$ cat src/rtl/memory_arbiter_pkg.sv
// Shared types for the instruction/data memory arbiter.
package memory_arbiter_pkg;

  typedef logic [31:0] word_t;

  typedef enum logic [1:0] {
    IDLE,
    IGRANT,
    DGRANT,
    RESP
  } arb_state_t;

endpackage

$ cat src/rtl/memory_arbiter_if.sv
// CPU-side request/response and RAM-side strobe signals of the memory arbiter.
interface memory_arbiter_if;
  import memory_arbiter_pkg::*;

  logic  iREN;
  word_t iaddr;
  logic  dREN;
  logic  dWEN;
  word_t daddr;
  word_t dstore;
  logic  ram_ack;
  word_t ram_load;

  logic  iwait;
  logic  dwait;
  word_t iload;
  word_t dload;
  logic  ramREN;
  logic  ramWEN;
  word_t ramaddr;
  word_t ramstore;
  logic  mem_err;

  modport master (
    output iREN, iaddr, dREN, dWEN, daddr, dstore, ram_ack, ram_load,
    input  iwait, dwait, iload, dload, ramREN, ramWEN, ramaddr, ramstore, mem_err
  );

  modport slave (
    input  iREN, iaddr, dREN, dWEN, daddr, dstore, ram_ack, ram_load,
    output iwait, dwait, iload, dload, ramREN, ramWEN, ramaddr, ramstore, mem_err
  );

endinterface

$ cat src/rtl/memory_arbiter_sat_counter.sv
// Saturating up-counter with synchronous clear; clear has priority over increment.
module memory_arbiter_sat_counter #(
  parameter int unsigned W   = 4,
  parameter int unsigned MAX = 15
) (
  input  logic         clk,
  input  logic         rst,
  input  logic         clr,
  input  logic         inc,
  output logic [W-1:0] cnt
);

  localparam logic [W-1:0] MAX_V = W'(MAX);

  logic [W-1:0] cnt_q, cnt_d;

  always_comb begin
    cnt_d = cnt_q;
    if (clr) begin
      cnt_d = '0;
    end else if (inc && (cnt_q != MAX_V)) begin
      cnt_d = cnt_q + W'(1);
    end
  end

  always_ff @(posedge clk) begin
    if (rst) begin
      cnt_q <= '0;
    end else begin
      cnt_q <= cnt_d;
    end
  end

  assign cnt = cnt_q;

endmodule

$ cat src/rtl/memory_arbiter.sv
// Shares one single-port RAM between instruction fetch and data access.
// Data has priority, bounded by a streak limit; a watchdog aborts a hung RAM access.
module memory_arbiter
  import memory_arbiter_pkg::*;
#(
  parameter int unsigned MAX_DSTREAK = 4,
  parameter int unsigned TIMEOUT     = 64,
  parameter int unsigned TO_W        = 7
) (
  input  logic             CLK,
  input  logic             RST,
  memory_arbiter_if.slave  bus
);

  localparam int unsigned ST_W = $clog2(MAX_DSTREAK + 1);

  arb_state_t      state_q, state_d;
  word_t           addr_q, addr_d;
  word_t           store_q, store_d;
  word_t           iload_q, iload_d;
  word_t           dload_q, dload_d;
  logic            wr_q, wr_d;
  logic            dside_q, dside_d;
  logic            err_q, err_d;

  logic [ST_W-1:0] streak;
  logic [TO_W-1:0] timer;
  logic            in_grant;
  logic            dreq;
  logic            grant_d;
  logic            grant_i;
  logic            timeout;

  assign in_grant = (state_q == IGRANT) || (state_q == DGRANT);
  assign dreq     = bus.dREN | bus.dWEN;
  assign timeout  = (timer == TO_W'(TIMEOUT - 1));

  always_comb begin
    state_d = state_q;
    addr_d  = addr_q;
    store_d = store_q;
    iload_d = iload_q;
    dload_d = dload_q;
    wr_d    = wr_q;
    dside_d = dside_q;
    err_d   = err_q;
    grant_d = 1'b0;
    grant_i = 1'b0;
    case (state_q)
      IDLE: begin
        if (dreq && (!bus.iREN || (streak < ST_W'(MAX_DSTREAK)))) begin
          grant_d = 1'b1;
          state_d = DGRANT;
          addr_d  = bus.daddr;
          store_d = bus.dstore;
          wr_d    = bus.dWEN;
          dside_d = 1'b1;
        end else if (bus.iREN) begin
          grant_i = 1'b1;
          state_d = IGRANT;
          addr_d  = bus.iaddr;
          wr_d    = 1'b0;
          dside_d = 1'b0;
        end
      end
      IGRANT, DGRANT: begin
        // An ack in the terminal timeout cycle still counts as a normal completion.
        if (bus.ram_ack) begin
          state_d = RESP;
          if (!dside_q) begin
            iload_d = bus.ram_load;
          end else if (!wr_q) begin
            dload_d = bus.ram_load;
          end
        end else if (timeout) begin
          state_d = RESP;
          err_d   = 1'b1;
          if (!dside_q) begin
            iload_d = '0;
          end else if (!wr_q) begin
            dload_d = '0;
          end
        end
      end
      RESP:    state_d = IDLE;
      default: state_d = IDLE;
    endcase
  end

  always_ff @(posedge CLK) begin
    if (RST) begin
      state_q <= IDLE;
      addr_q  <= '0;
      store_q <= '0;
      iload_q <= '0;
      dload_q <= '0;
      wr_q    <= 1'b0;
      dside_q <= 1'b0;
      err_q   <= 1'b0;
    end else begin
      state_q <= state_d;
      addr_q  <= addr_d;
      store_q <= store_d;
      iload_q <= iload_d;
      dload_q <= dload_d;
      wr_q    <= wr_d;
      dside_q <= dside_d;
      err_q   <= err_d;
    end
  end

  // Streak counts data grants that bypassed a waiting fetch.
  memory_arbiter_sat_counter #(
    .W   (ST_W),
    .MAX (MAX_DSTREAK)
  ) u_streak (
    .clk (CLK),
    .rst (RST),
    .clr (grant_i | (grant_d & ~bus.iREN)),
    .inc (grant_d & bus.iREN),
    .cnt (streak)
  );

  memory_arbiter_sat_counter #(
    .W   (TO_W),
    .MAX (TIMEOUT)
  ) u_timer (
    .clk (CLK),
    .rst (RST),
    .clr (~in_grant),
    .inc (in_grant),
    .cnt (timer)
  );

  assign bus.ramREN   = in_grant & ~wr_q;
  assign bus.ramWEN   = in_grant & wr_q;
  assign bus.ramaddr  = addr_q;
  assign bus.ramstore = store_q;
  assign bus.iwait    = ~((state_q == RESP) & ~dside_q);
  assign bus.dwait    = ~((state_q == RESP) & dside_q);
  assign bus.iload    = iload_q;
  assign bus.dload    = dload_q;
  assign bus.mem_err  = err_q;

endmodule

$ cat src/flat_wrapper.sv
// flat-port wrapper written by rule: the top's interface ports become plain ports
module memory_arbiter_flat import memory_arbiter_pkg::*;
#(
  parameter int unsigned MAX_DSTREAK = 4,
  parameter int unsigned TIMEOUT     = 64,
  parameter int unsigned TO_W        = 7
)
  (CLK, RST, bus_iREN, bus_iaddr, bus_dREN, bus_dWEN, bus_daddr, bus_dstore, bus_ram_ack, bus_ram_load, bus_iwait, bus_dwait, bus_iload, bus_dload, bus_ramREN, bus_ramWEN, bus_ramaddr, bus_ramstore, bus_mem_err);
  memory_arbiter_if bus_i ();
  input  logic CLK;
  input  logic RST;
  input wire logic [$bits(bus_i.iREN)-1:0] bus_iREN;
  input wire logic [$bits(bus_i.iaddr)-1:0] bus_iaddr;
  input wire logic [$bits(bus_i.dREN)-1:0] bus_dREN;
  input wire logic [$bits(bus_i.dWEN)-1:0] bus_dWEN;
  input wire logic [$bits(bus_i.daddr)-1:0] bus_daddr;
  input wire logic [$bits(bus_i.dstore)-1:0] bus_dstore;
  input wire logic [$bits(bus_i.ram_ack)-1:0] bus_ram_ack;
  input wire logic [$bits(bus_i.ram_load)-1:0] bus_ram_load;
  output wire logic [$bits(bus_i.iwait)-1:0] bus_iwait;
  output wire logic [$bits(bus_i.dwait)-1:0] bus_dwait;
  output wire logic [$bits(bus_i.iload)-1:0] bus_iload;
  output wire logic [$bits(bus_i.dload)-1:0] bus_dload;
  output wire logic [$bits(bus_i.ramREN)-1:0] bus_ramREN;
  output wire logic [$bits(bus_i.ramWEN)-1:0] bus_ramWEN;
  output wire logic [$bits(bus_i.ramaddr)-1:0] bus_ramaddr;
  output wire logic [$bits(bus_i.ramstore)-1:0] bus_ramstore;
  output wire logic [$bits(bus_i.mem_err)-1:0] bus_mem_err;
  assign bus_i.iREN = bus_iREN;
  assign bus_i.iaddr = bus_iaddr;
  assign bus_i.dREN = bus_dREN;
  assign bus_i.dWEN = bus_dWEN;
  assign bus_i.daddr = bus_daddr;
  assign bus_i.dstore = bus_dstore;
  assign bus_i.ram_ack = bus_ram_ack;
  assign bus_i.ram_load = bus_ram_load;
  assign bus_iwait = bus_i.iwait;
  assign bus_dwait = bus_i.dwait;
  assign bus_iload = bus_i.iload;
  assign bus_dload = bus_i.dload;
  assign bus_ramREN = bus_i.ramREN;
  assign bus_ramWEN = bus_i.ramWEN;
  assign bus_ramaddr = bus_i.ramaddr;
  assign bus_ramstore = bus_i.ramstore;
  assign bus_mem_err = bus_i.mem_err;
  memory_arbiter #(.MAX_DSTREAK(MAX_DSTREAK), .TIMEOUT(TIMEOUT), .TO_W(TO_W)) u_core (.CLK(CLK), .RST(RST), .bus(bus_i));
endmodule
$ cat config.mk
export PLATFORM = sky130hd
export DESIGN_NAME = memory_arbiter_flat
export DESIGN_NICKNAME = d
export VERILOG_FILES = /design/src/rtl/memory_arbiter_pkg.sv /design/src/rtl/memory_arbiter_if.sv /design/src/rtl/memory_arbiter_sat_counter.sv /design/src/rtl/memory_arbiter.sv /design/src/flat_wrapper.sv
export SDC_FILE = /design/constraint.sdc
export NUM_CORES = 1
export LEC_CHECK = 0
export ABC_CLOCK_PERIOD_IN_PS = 2200
export CAP_MARGIN = 20
export CORE_MARGIN = 10
export CORE_UTILIZATION = 41
export DETAILED_ROUTE_END_ITERATION = 6
export PLACE_DENSITY_LB_ADDON = 0.2
export SYNTH_ARGS = -nofsm -noshare
export SYNTH_HDL_FRONTEND = slang
export SYNTH_SLANG_ARGS = --single-unit
$ cat constraint.sdc
create_clock -name CLK -period 2.2 [get_ports CLK]
set_input_delay 0.33 -clock CLK [delete_from_list [all_inputs] [get_ports CLK]]
set_output_delay 0.33 -clock CLK [all_outputs]
set_load 0.1 [all_outputs]
Word level (Yosys, flattened, before mapping)
Cells that the tools add are included.

operators by class
  equal/unequal tests = 8
  mux-type cells = 25
  bitwise gates (word level) = 15
  reductions and logical operators = 18
  add/subtract/negate cells = 2
  $lt $le $gt $ge = 1

operators by type and width
  cell                                                                   number
  32-bit two-way mux                                                     12
  1-bit two-way mux                                                      8
  2-bit two-way mux                                                      4
  7-bit by 1-bit adder with 7-bit output, second input constant          1
  7-bit by 6-bit equality test with 1-bit output, second input constant  1
  7-bit != test, second input constant                                   1
  1-bit NOT                                                              7
  1-bit AND                                                              6
  3-bit by 2-bit != test with 1-bit output, second input constant        2
  2-bit one-hot mux with 3 select lines                                  1
  2-bit AND reduction                                                    3
  3-bit AND reduction                                                    2
  2-bit OR reduction                                                     3
  2-bit equality test, second input constant                             2
  4-bit AND reduction                                                    1
  2-bit nonzero test                                                     2
  3-bit by 1-bit adder with 3-bit output, second input constant          1
  1-bit logical AND                                                      3
  3-bit less-than comparator, second input constant                      1
  3-bit != test, second input constant                                   1
  2-bit by 1-bit equality test with 1-bit output, second input constant  1
  2-bit logical NOT                                                      1
  1-bit logical OR                                                       2
  1-bit OR                                                               2
  1-bit logical NOT                                                      1

storage, ports and cells
  output and inout bits = 133
  bits in registers = 143
  bits of input ports = 134
  logic and storage cells = 79

Depth between registers and ports, before layout
Gate-level depths: netlist of the first run.

  word-level depth = 8
  depth in mapped cells = 7
  mapped depth without buffers = 6

Hierarchy
From an unflattened synthesis of the first run, not the netlist that was laid out.

second synthesis, totals
  cells, all modules = 567
  area total of the unflattened synthesis = 5612.9 sq um

by module, submodules not included
  module                                        seq. area each (sq um)  times used  cells an instance  area each (sq um)
  memory_arbiter                                2662.6                  1           510                5083.6
  memory_arbiter_sat_counter (u_core.u_timer)   140.1                   1           40                 340.3
  memory_arbiter_sat_counter (u_core.u_streak)  60.1                    1           17                 188.9

Worst setup path before layout of the first run
Ideal clock, no wire load.

  path type = register -> output
  start = register u_core.state_q[1]
  end = output bus_ramREN
  data arrival time = 2.115 ns
  setup slack = -0.245 ns
  path buffers = 0
  required time = 1.870 ns
  cell stages (with the launch flop) = 4
  path through = dfxtp_1 inv_1 ha_1 nor2b_1

between the ends
  word-level cells in the longest chain between the ends = 3
  elaborated cells between the ends (all ways) = 4
  those cells by class = eq/ne (2); bitwise (1); reduce/logical (1)

ends and longest elaborated chain
  item                                                                                          line                   text
  start, declared                                                                               memory_arbiter.sv:17   arb_state_t state_q, state_d;
  start signal, assigned                                                                        memory_arbiter.sv:101  state_q <= state_d;
  2-bit by 1-bit equality test with 1-bit output / 2-bit equality test (equally long branches)  memory_arbiter.sv:34   assign in_grant = (state_q == IGRANT) || (state_q == DGRANT);
  1-bit logical OR (*)                                                                          memory_arbiter.sv:34
  1-bit AND (*)                                                                                 memory_arbiter.sv:135  assign bus.ramREN = in_grant & ~wr_q;
  end, declared                                                                                 flat_wrapper.sv:24     output wire logic [$bits(bus_i.ramREN)-1:0] bus_ramREN;

Mark *: on every way between the ends. The rest lies on a longest branch, timed or not.

Worst setup path in the final report of the first run
Same ends and word-level chain as after synthesis.

==> results.txt, run 1 <==
Summing every instance area after synthesis gives roughly 5700 um^2. A synthesized cell averages about 8.6 um^2. The hold-critical path depth came out at 2. The highest attainable clock frequency came out at between 0.5 and 0.6 GHz. For this design the top-level I/O count stands at between 200 and 300. Counting cells, the worst reg-to-reg path comes to 6. The first-pass detailed-route iteration total came out at 5.

The mean number of vias per cell is 5.09. The average routed wire per standard cell is between 15 and 20 um. The multiplexer share of the synthesized area came out at under 10%. The wire length of the first global-routing pass is between 20 and 30 mm. The synthesized design contains 0 enable-type register cells. The remaining routing DRC violations is 0. The worst register-to-register path begins at u_core.u_timer.cnt[0].

The floorplan has 42 rows. After synthesis the netlist holds a flip-flop and latch count of 143. The fraction of post-synthesis cell area in the top cell type by area came out at 50.5%.

The die span in x is ~140 um. For this run, the leading register cell type out of synthesis is sky130_fd_sc_hd__dfxtp_1. The pin count of the biggest net entering global routing is 59. Hold is met by about 0.32 ns. The static leakage came out at about 3.7 nW. The number of H-tree levels came out at 4. The final layout contains between 1000 and 1500 nets. The most critical setup path has its startpoint at u_core.state_q[1]. The part of the power in combinational logic came out at ~54%.

The initial core utilization came out at a little over two fifths. The wire-length estimate of the detail-placed layout is 14.1 mm. The net switching power of the design came out at ~7.1 mW. The largest individual stage delay along the critical path comes from the cell sky130_fd_sc_hd__ha_1. The maximum clock path buffer count came out at 2. The fraction of power spent switching nets is between 50% and 60%. The fraction of layout instances using a drive strength above 1 is 20.5%. For the pin with the worst max-slew slack, the measured transition is between 0.4 and 0.5 ns. The number of hold-repair buffers added at the cts stage is 0.

The post-detailed-route count of antenna-violating nets came out at 0. The CTS tree is done. The critical path is of the register to output port type. At the end of routability-driven placement, the weighted congestion stood at 0.785. The unique cell type count in the Yosys netlist is between 40 and 50. The maximum VDD drop is roughly 1200 uV. The data required time of the critical path is roughly 1.9 ns.

The worst setup path is captured at an output port. The relative slew slack is approximately two thirds. Of the available clock period, the critical path in the final layout requires 90.5%. The adder and majority gate portion of the synthesized area came out at about 1.5%. The signal on the critical path passes through inv_1 > ha_1 > nor2b_2 > buf_12.

The number of instances resized during post-cts repair came out at 0. The final max-slew violation count is 0. For the worst setup path, the data arrival time is between 1.5 and 2 ns. The min-delay analysis places its worst path in the category input port to register. Setup repair after global routing left no endpoint under its margin. The initial antenna violation count came to 0.

The part of the total power dissipated in the clock network is a little over a fifth. The share of flip-flops with an asynchronous set or reset after synthesis came out at 0%. The clock period minus final worst setup slack is between 1.5 and 2 ns. The final setup violation count came out at 0.

The most repeated cell in the gate-level netlist after synthesis is sky130_fd_sc_hd__dfxtp_1. The synthesized netlist net count came out at 800. The post-synthesis compound-gate area fraction came out at 21.3%. The run finished with clean final reports. After synthesis, the largest family of logic cells by area is compound AO/OA/AOI/OAI gates.

In this run, CTS created clock tree buffers numbering 17. The internal power of the cells came out at around 6.9 mW. The clock latency at the later pin of the worst-skew pair came out at 0.41 ns. Along the worst path, the maximum fanout reaches 8. The total power divided by cell area came out at between 1500 and 2000 nW/um^2. The root cell of the clock tree is sky130_fd_sc_hd__clkbuf_16.

The die extent in y is approximately 140 um. The sequential share of power came out at 25.0%. The number of buffers inserted to repair setup after CTS is 0. The final-report hold violation count came out at 0. The core region is 13400 um^2. Ranked by total cell area, the synthesized netlist is headed by sky130_fd_sc_hd__dfxtp_1 50%, sky130_fd_sc_hd__a21oi_1 9.0%, sky130_fd_sc_hd__nand2_1 8.7%, sky130_fd_sc_hd__mux2i_1 6.2%, sky130_fd_sc_hd__o21ai_0 5.5%.

The cell type with the highest aggregate area in the netlist is sky130_fd_sc_hd__dfxtp_1. The total via count in the routed design came out at about 5600. The synthesized netlist devotes between 10% and 20% of its cell area to simple gates. The tool flagged a number of max-cap violations equal to 0. The clock sink total came out at ~140. The setup slack of the most critical reg-to-reg path came out at 0.33 ns. The worst clock skew is approximately 0.0058 ns.

Sequential cells were found to cover between 50% and 60% of the synthesized design area. The aggregate global routing overflow came out at 0. The count of buffers added on input and output ports is approximately 270. The number of global-route vias before repair came out at around 5600.

The xor/xnor cell area share of the yosys netlist came out at less than 1%. Adding up every negative setup slack in the final design gives 0 ns. The diode insertion count for antenna repair came out at 0. The synthesized netlist cell count is around 660.

The worst hold path begins at RST. The commonest cells after synthesis are 143 x sky130_fd_sc_hd__dfxtp_1, 131 x sky130_fd_sc_hd__nand2_1, 102 x sky130_fd_sc_hd__a21oi_1. The delay of the slowest critical-path stage came out at about 0.40 ns. The clock-pin transition on the worst setup and hold timing paths came out at around 0.060 ns. The aggregate global-route resource usage came out at a little under a fifth. The number of warnings issued by yosys is 0. The layout-stage area growth over the synthesis result came out at 55.2%. STA classifies the critical path startpoint as a register. The floorplan step defined a die boundary enclosing around 19000 um^2. After the first detailed-routing iteration, the DRC count stood at about 330. Summed over all layers, the routed wires come to roughly 19 mm.
-- flip-flops by register name, summed over array words and instances, names as in the netlist, 2 cells and up --
name and count:
u_core.bus.dload 32, u_core.bus.iload 32, u_core.bus.ramaddr 32, u_core.bus.ramstore 32
u_core.u_timer.cnt 7, u_core.u_streak.cnt 3, u_core.state_q 2
-- worst max-delay path, delay by kind of cell, from the launching register on --
family | cells | cell delay [ns]
fa+ha+maj | 1 | 0.40
buf+inv | 2 | 0.26
flops | 1 | 0.35
simple gates | 1 | 0.23
-- layer usage --
layer / routed length, um / track usage [%] / vias to the layer above
met5: 0 / 0 / -
met4: 300 / 6.62 / 0
met3: 2300 / 9.36 / 21
met2: 9320 / 32.0 / 206
met1: 6820 / 19.9 / 2590
li1: - / - / 2750
-- through the flow --
step                total power, mW  worst slack [ns]  area (um^2)  util, %  instances
floorplan                      9.14             0.271         5680        -        659
global placement               10.9             0.295         8180     61.1       1061
detailed placement             11.1             0.261         8180     61.1       1061
CTS                            14.1             0.186         8810     65.7       1093
global route                   14.6             0.101         8810     65.7       1093
finish                         14.0             0.209         8810     65.7       1093
-- worst paths after layout --
kind | endpoint
min | u_core.wr_q
min reg2reg | u_core.bus.ramstore[11]
max | bus_ramREN
max reg2reg | u_core.bus.iload[0]
-- cell usage in the layout, fill, tap and decap left out, drive strengths merged --
cell type / synthesis / routed
a311oi: 1 / 1
a22oi: 2 / 2
clkinvlp: 0 / 3
or2: 1 / 1
nand3b: 3 / 3
a21oi: 103 / 103
a211oi: 32 / 32
inv: 7 / 7
o21ai: 68 / 68
bufinv: 0 / 4
nor2: 45 / 45
and4b: 1 / 1
o2111ai: 1 / 1
xnor2: 3 / 3
clkinv: 0 / 4
buf: 27 / 146
xor2: 2 / 2
clkdlybuf4s50: 0 / 132
a41oi: 1 / 1
and2: 1 / 1
ha: 7 / 7
nor3b: 1 / 1
nor3: 1 / 1
nor4: 1 / 1
and3: 1 / 1
clkbuf: 25 / 21
nor2b: 3 / 3
a31oi: 1 / 1
nand3: 4 / 4
nand2: 131 / 131
a21o: 3 / 3
mux2i: 35 / 35
dfxtp: 143 / 143
nand2b: 4 / 4
a2bb2oi: 1 / 1
-- power by group through the flow --
stage | sequential (mW) | clock (mW) | combinational (mW)
after floorplan | 7.22 | 0 | 1.92
after global placement | 3.50 | 0 | 7.44
after detailed placement | 3.53 | 0 | 7.52
after CTS | 3.49 | 3.06 | 7.53
after global routing | 3.55 | 3.19 | 7.88
final | 3.49 | 3.01 | 7.48
-- cells by family after synthesis --
group                    count (synthesis)
AO/OA/AOI/OAI                          213
adder cells (fa/ha/maj)                  7
buffers and inverters                   59
AND/OR/NAND/NOR                        197
XOR/XNOR                                 5
flip-flops                             143
multiplexers                            35
-- final cells by class --
| cell class | count | area, um^2 |
|---|---|---|
| clock buffers | 21 | 460 |
| clock inverters | 11 | 163 |
| fillers | 1113 | 4590 |
| inverters | 7 | 26.3 |
| multi-input cells | 457 | 2520 |
| flip-flops and latches | 143 | 2860 |
| well taps | 176 | 220 |
| repair buffers | 278 | 2550 |
Power figures use the tool's default switching activity.
==> run 2: changes to the inputs <==
HOLD_SLACK_MARGIN = 0.05   (was not set)
==> results of run 2 <==
Same layout as run 1: the final DEF is identical, and so are final timing and power.
==> run 3: changes to the inputs <==
CORE_UTILIZATION = 50   (was 41)
DONT_BUFFER_PORTS = 1   (was not set)
==> run 3 against run 2 <==
Against the previous run: non-clock buffer count decreased by 66; maximum frequency shrank 4.9%; final cell count is 9.3% lower; global-route usage grew 3.9 points; final area shrank 8.0%; hold slack got worse by 0.26 ns; clock power is 4% lower; register-to-register slack worse by 0.22 ns; sequential cell count did not move; combinational power rose by 1%.
==> results.txt, run 3 (synthesized netlist as in run 1, its figures left out) <==
The arrival time reported for the critical path endpoint is 2.45 ns. Between clock sinks in the finished design, the worst skew comes to ~0.0058 ns. The aggregate global routing overflow came out at 0. The initial antenna violation count is 0. Clock-pin slew was measured on the worst setup and hold paths at about 0.060 ns. After layout, the worst path uses 95.2% of the clock period. For this run, the total global-route usage over all layers was measured as a little under a quarter. The initial core utilization is between 50% and 60%. The clock latency at the later pin of the worst-skew pair is approximately 0.41 ns. Entering global routing, the biggest net connects 98 pins. The root cell of the clock tree is sky130_fd_sc_hd__clkbuf_16. In this run the count of I/O pins placed on the die edge is 267. The total via count in the routed design came out at ~5500.

The clock sink total is between 100 and 150. The relative slew slack came out at between 60 and 70%. Wire segments on met2 add up to slightly below 10 mm in the final route. Summed over all nets, wire length on met3 after detailed routing comes to approximately 2.4 mm. The data required time of the critical path came out at around 2.6 ns. The diode insertion count for antenna repair is 0.

The H-tree was split into 4 levels. Setup repair after global routing left no endpoint under its margin. The global placer's final weighted congestion came out at ~0.85. The layout-stage area growth over the synthesis result is 42.8%. The highest metal layer carrying signal wires in the routed design is met4.

The highest attainable clock frequency is roughly 0.48 GHz. Summed over all nets, the half-perimeter wirelength after detailed placement is about 13 mm. In the final layout, the share of cells above drive strength 1 is a little under a quarter. The routed design has slightly below 20 mm of wire. The flow ran to the end, and the final reports show no timing, DRC or antenna violations.

The critical-path maximum fanout is 16. The count of routing violations after the opening detailed-route iteration is between 500 and 600. The met1 routed wirelength after detailed routing is around 7 mm.

The wire length of the first global-routing pass came out at ~30 mm. The post-detailed-route count of antenna-violating nets is 0. The average routed wire per standard cell came out at slightly below 20 um.

In this run the power density over the cells is roughly 1700 nW/um^2. The remaining routing DRC violations is 0. The core region is between 10000 and 15000 um^2. The top cell types in the final layout, fill and taps aside, are 141 x sky130_fd_sc_hd__dfxtp_1, 134 x sky130_fd_sc_hd__buf_4, 131 x sky130_fd_sc_hd__nand2_1. The post-layout net count is 979. The count of buffers inserted at the top-level ports came out at 0. Along the worst hold path, the cell count comes to 2. STA classifies the critical path endpoint as a register. Across the run, the number of max-cap violations was 0. TritonCTS built the clock tree. The final max-slew violation count came out at 0.

OpenSTA, run right after detailed placement, puts the worst setup slack at 0.428 ns. The launching element type of the critical path is a register. The final setup TNS came out at 0 ns. The die span in x came out at ~130 um. The classification of the worst-slack hold path is input port to register.

The number of global-route vias before repair came out at between 5000 and 6000. The die covers approximately 16000 um^2. For the pin with the worst max-slew slack, the measured transition is around 0.5 ns.

The final worst-path setup slack came out at approximately 0.11 ns. The clock period could shrink to about 2.1 ns. The library cell used most frequently in the layout, excluding fill and tap cells, is sky130_fd_sc_hd__dfxtp_1. The mean number of vias per cell is about 5.6. The static leakage is between 3 and 4 nW. The die extent in y came out at ~130 um. Setup violations remaining at the end of the flow were counted as 0. Measured in cells, the most critical reg-to-reg path has a length of 7. The maximum clock path buffer count came out at 2.

The number of buffers inserted to repair setup after CTS came out at 0. The final-report hold violation count came out at 0. The first-pass detailed-route iteration total is 5.

The total clock buffers created by CTS is 17. The worst-case IR drop observed on VDD is between 1000 and 1500 uV. After floorplanning, the core was divided into 38 placement rows. By startpoint and endpoint, the worst setup path is classified as register to register.
[run 3: metal layers]
metal	GRT usage, %	vias to the layer above
met4	7.77	0
met1	23.4	2564
met2	39.7	269
li1	-	2626
met5	0	-
met3	11.1	42
[run 3: layout make-up]
class	instances	area (um^2)
tap	140	175
inverter	7	26.3
timing repair buffer	212	1880
sequential	143	2870
clock inverter	12	141
fill	769	2880
clock buffer	20	457
multi-input combinational	457	2550
[run 3: critical path, stage by stage, from the launching register on]
cell and delay [ns]:
sky130_fd_sc_hd__dfxtp_2 0.35, sky130_fd_sc_hd__ha_4 0.17, sky130_fd_sc_hd__and4b_4 0.20, sky130_fd_sc_hd__a31oi_4 0.29, sky130_fd_sc_hd__buf_12 0.20, sky130_fd_sc_hd__o21ai_2 0.07, sky130_fd_sc_hd__a21oi_1 0.18, sky130_fd_sc_hd__dlygate4sd3_1 0.58
[run 3: path summary, 6_finish.rpt]
path / slack (ns) / end / from
worst max-delay path: 0.11 / u_core.bus.iload[3] / u_core.u_timer.cnt[0]
worst min-delay path: 0.06 / u_core.bus.iload[19] / bus_ram_load[19]
worst max register to register: 0.11 / u_core.bus.iload[3] / u_core.u_timer.cnt[0]
worst min register to register: 0.48 / u_core.bus.iload[6] / u_core.bus.iload[6]
[run 3: per-stage QoR]
step | hold WS (ns) | area [um^2] | std cells | total power [mW] | utilization [%]
finish | 0.0630 | 8100 | 991 | 13.9 | 73.8
global placement | 0.412 | 6700 | 889 | 10.4 | 61.0
global route | 0.0557 | 8100 | 991 | 14.4 | 73.8
CTS | 0.0504 | 8000 | 989 | 13.7 | 72.8
detailed placement | 0.414 | 6700 | 889 | 10.5 | 61.0
floorplan | 0.466 | 5680 | 659 | 9.14 | -
[run 3: what timing repair did]
| item | CTS | global route |
|---|---|---|
| setup endpoints to repair | 0 | 29 |
| resized for setup | 0 | 14 |
| hold buffers | 68 | 0 |
| endpoints found under the hold margin | 133 | 0 |
[run 3: where the power goes]
group	internal, mW	leakage (nW)	total, mW	switching (mW)
clock network	1.83	0.299	2.88	1.06
registers	3.17	1.17	3.39	0.227
logic	1.74	2.04	7.58	5.85
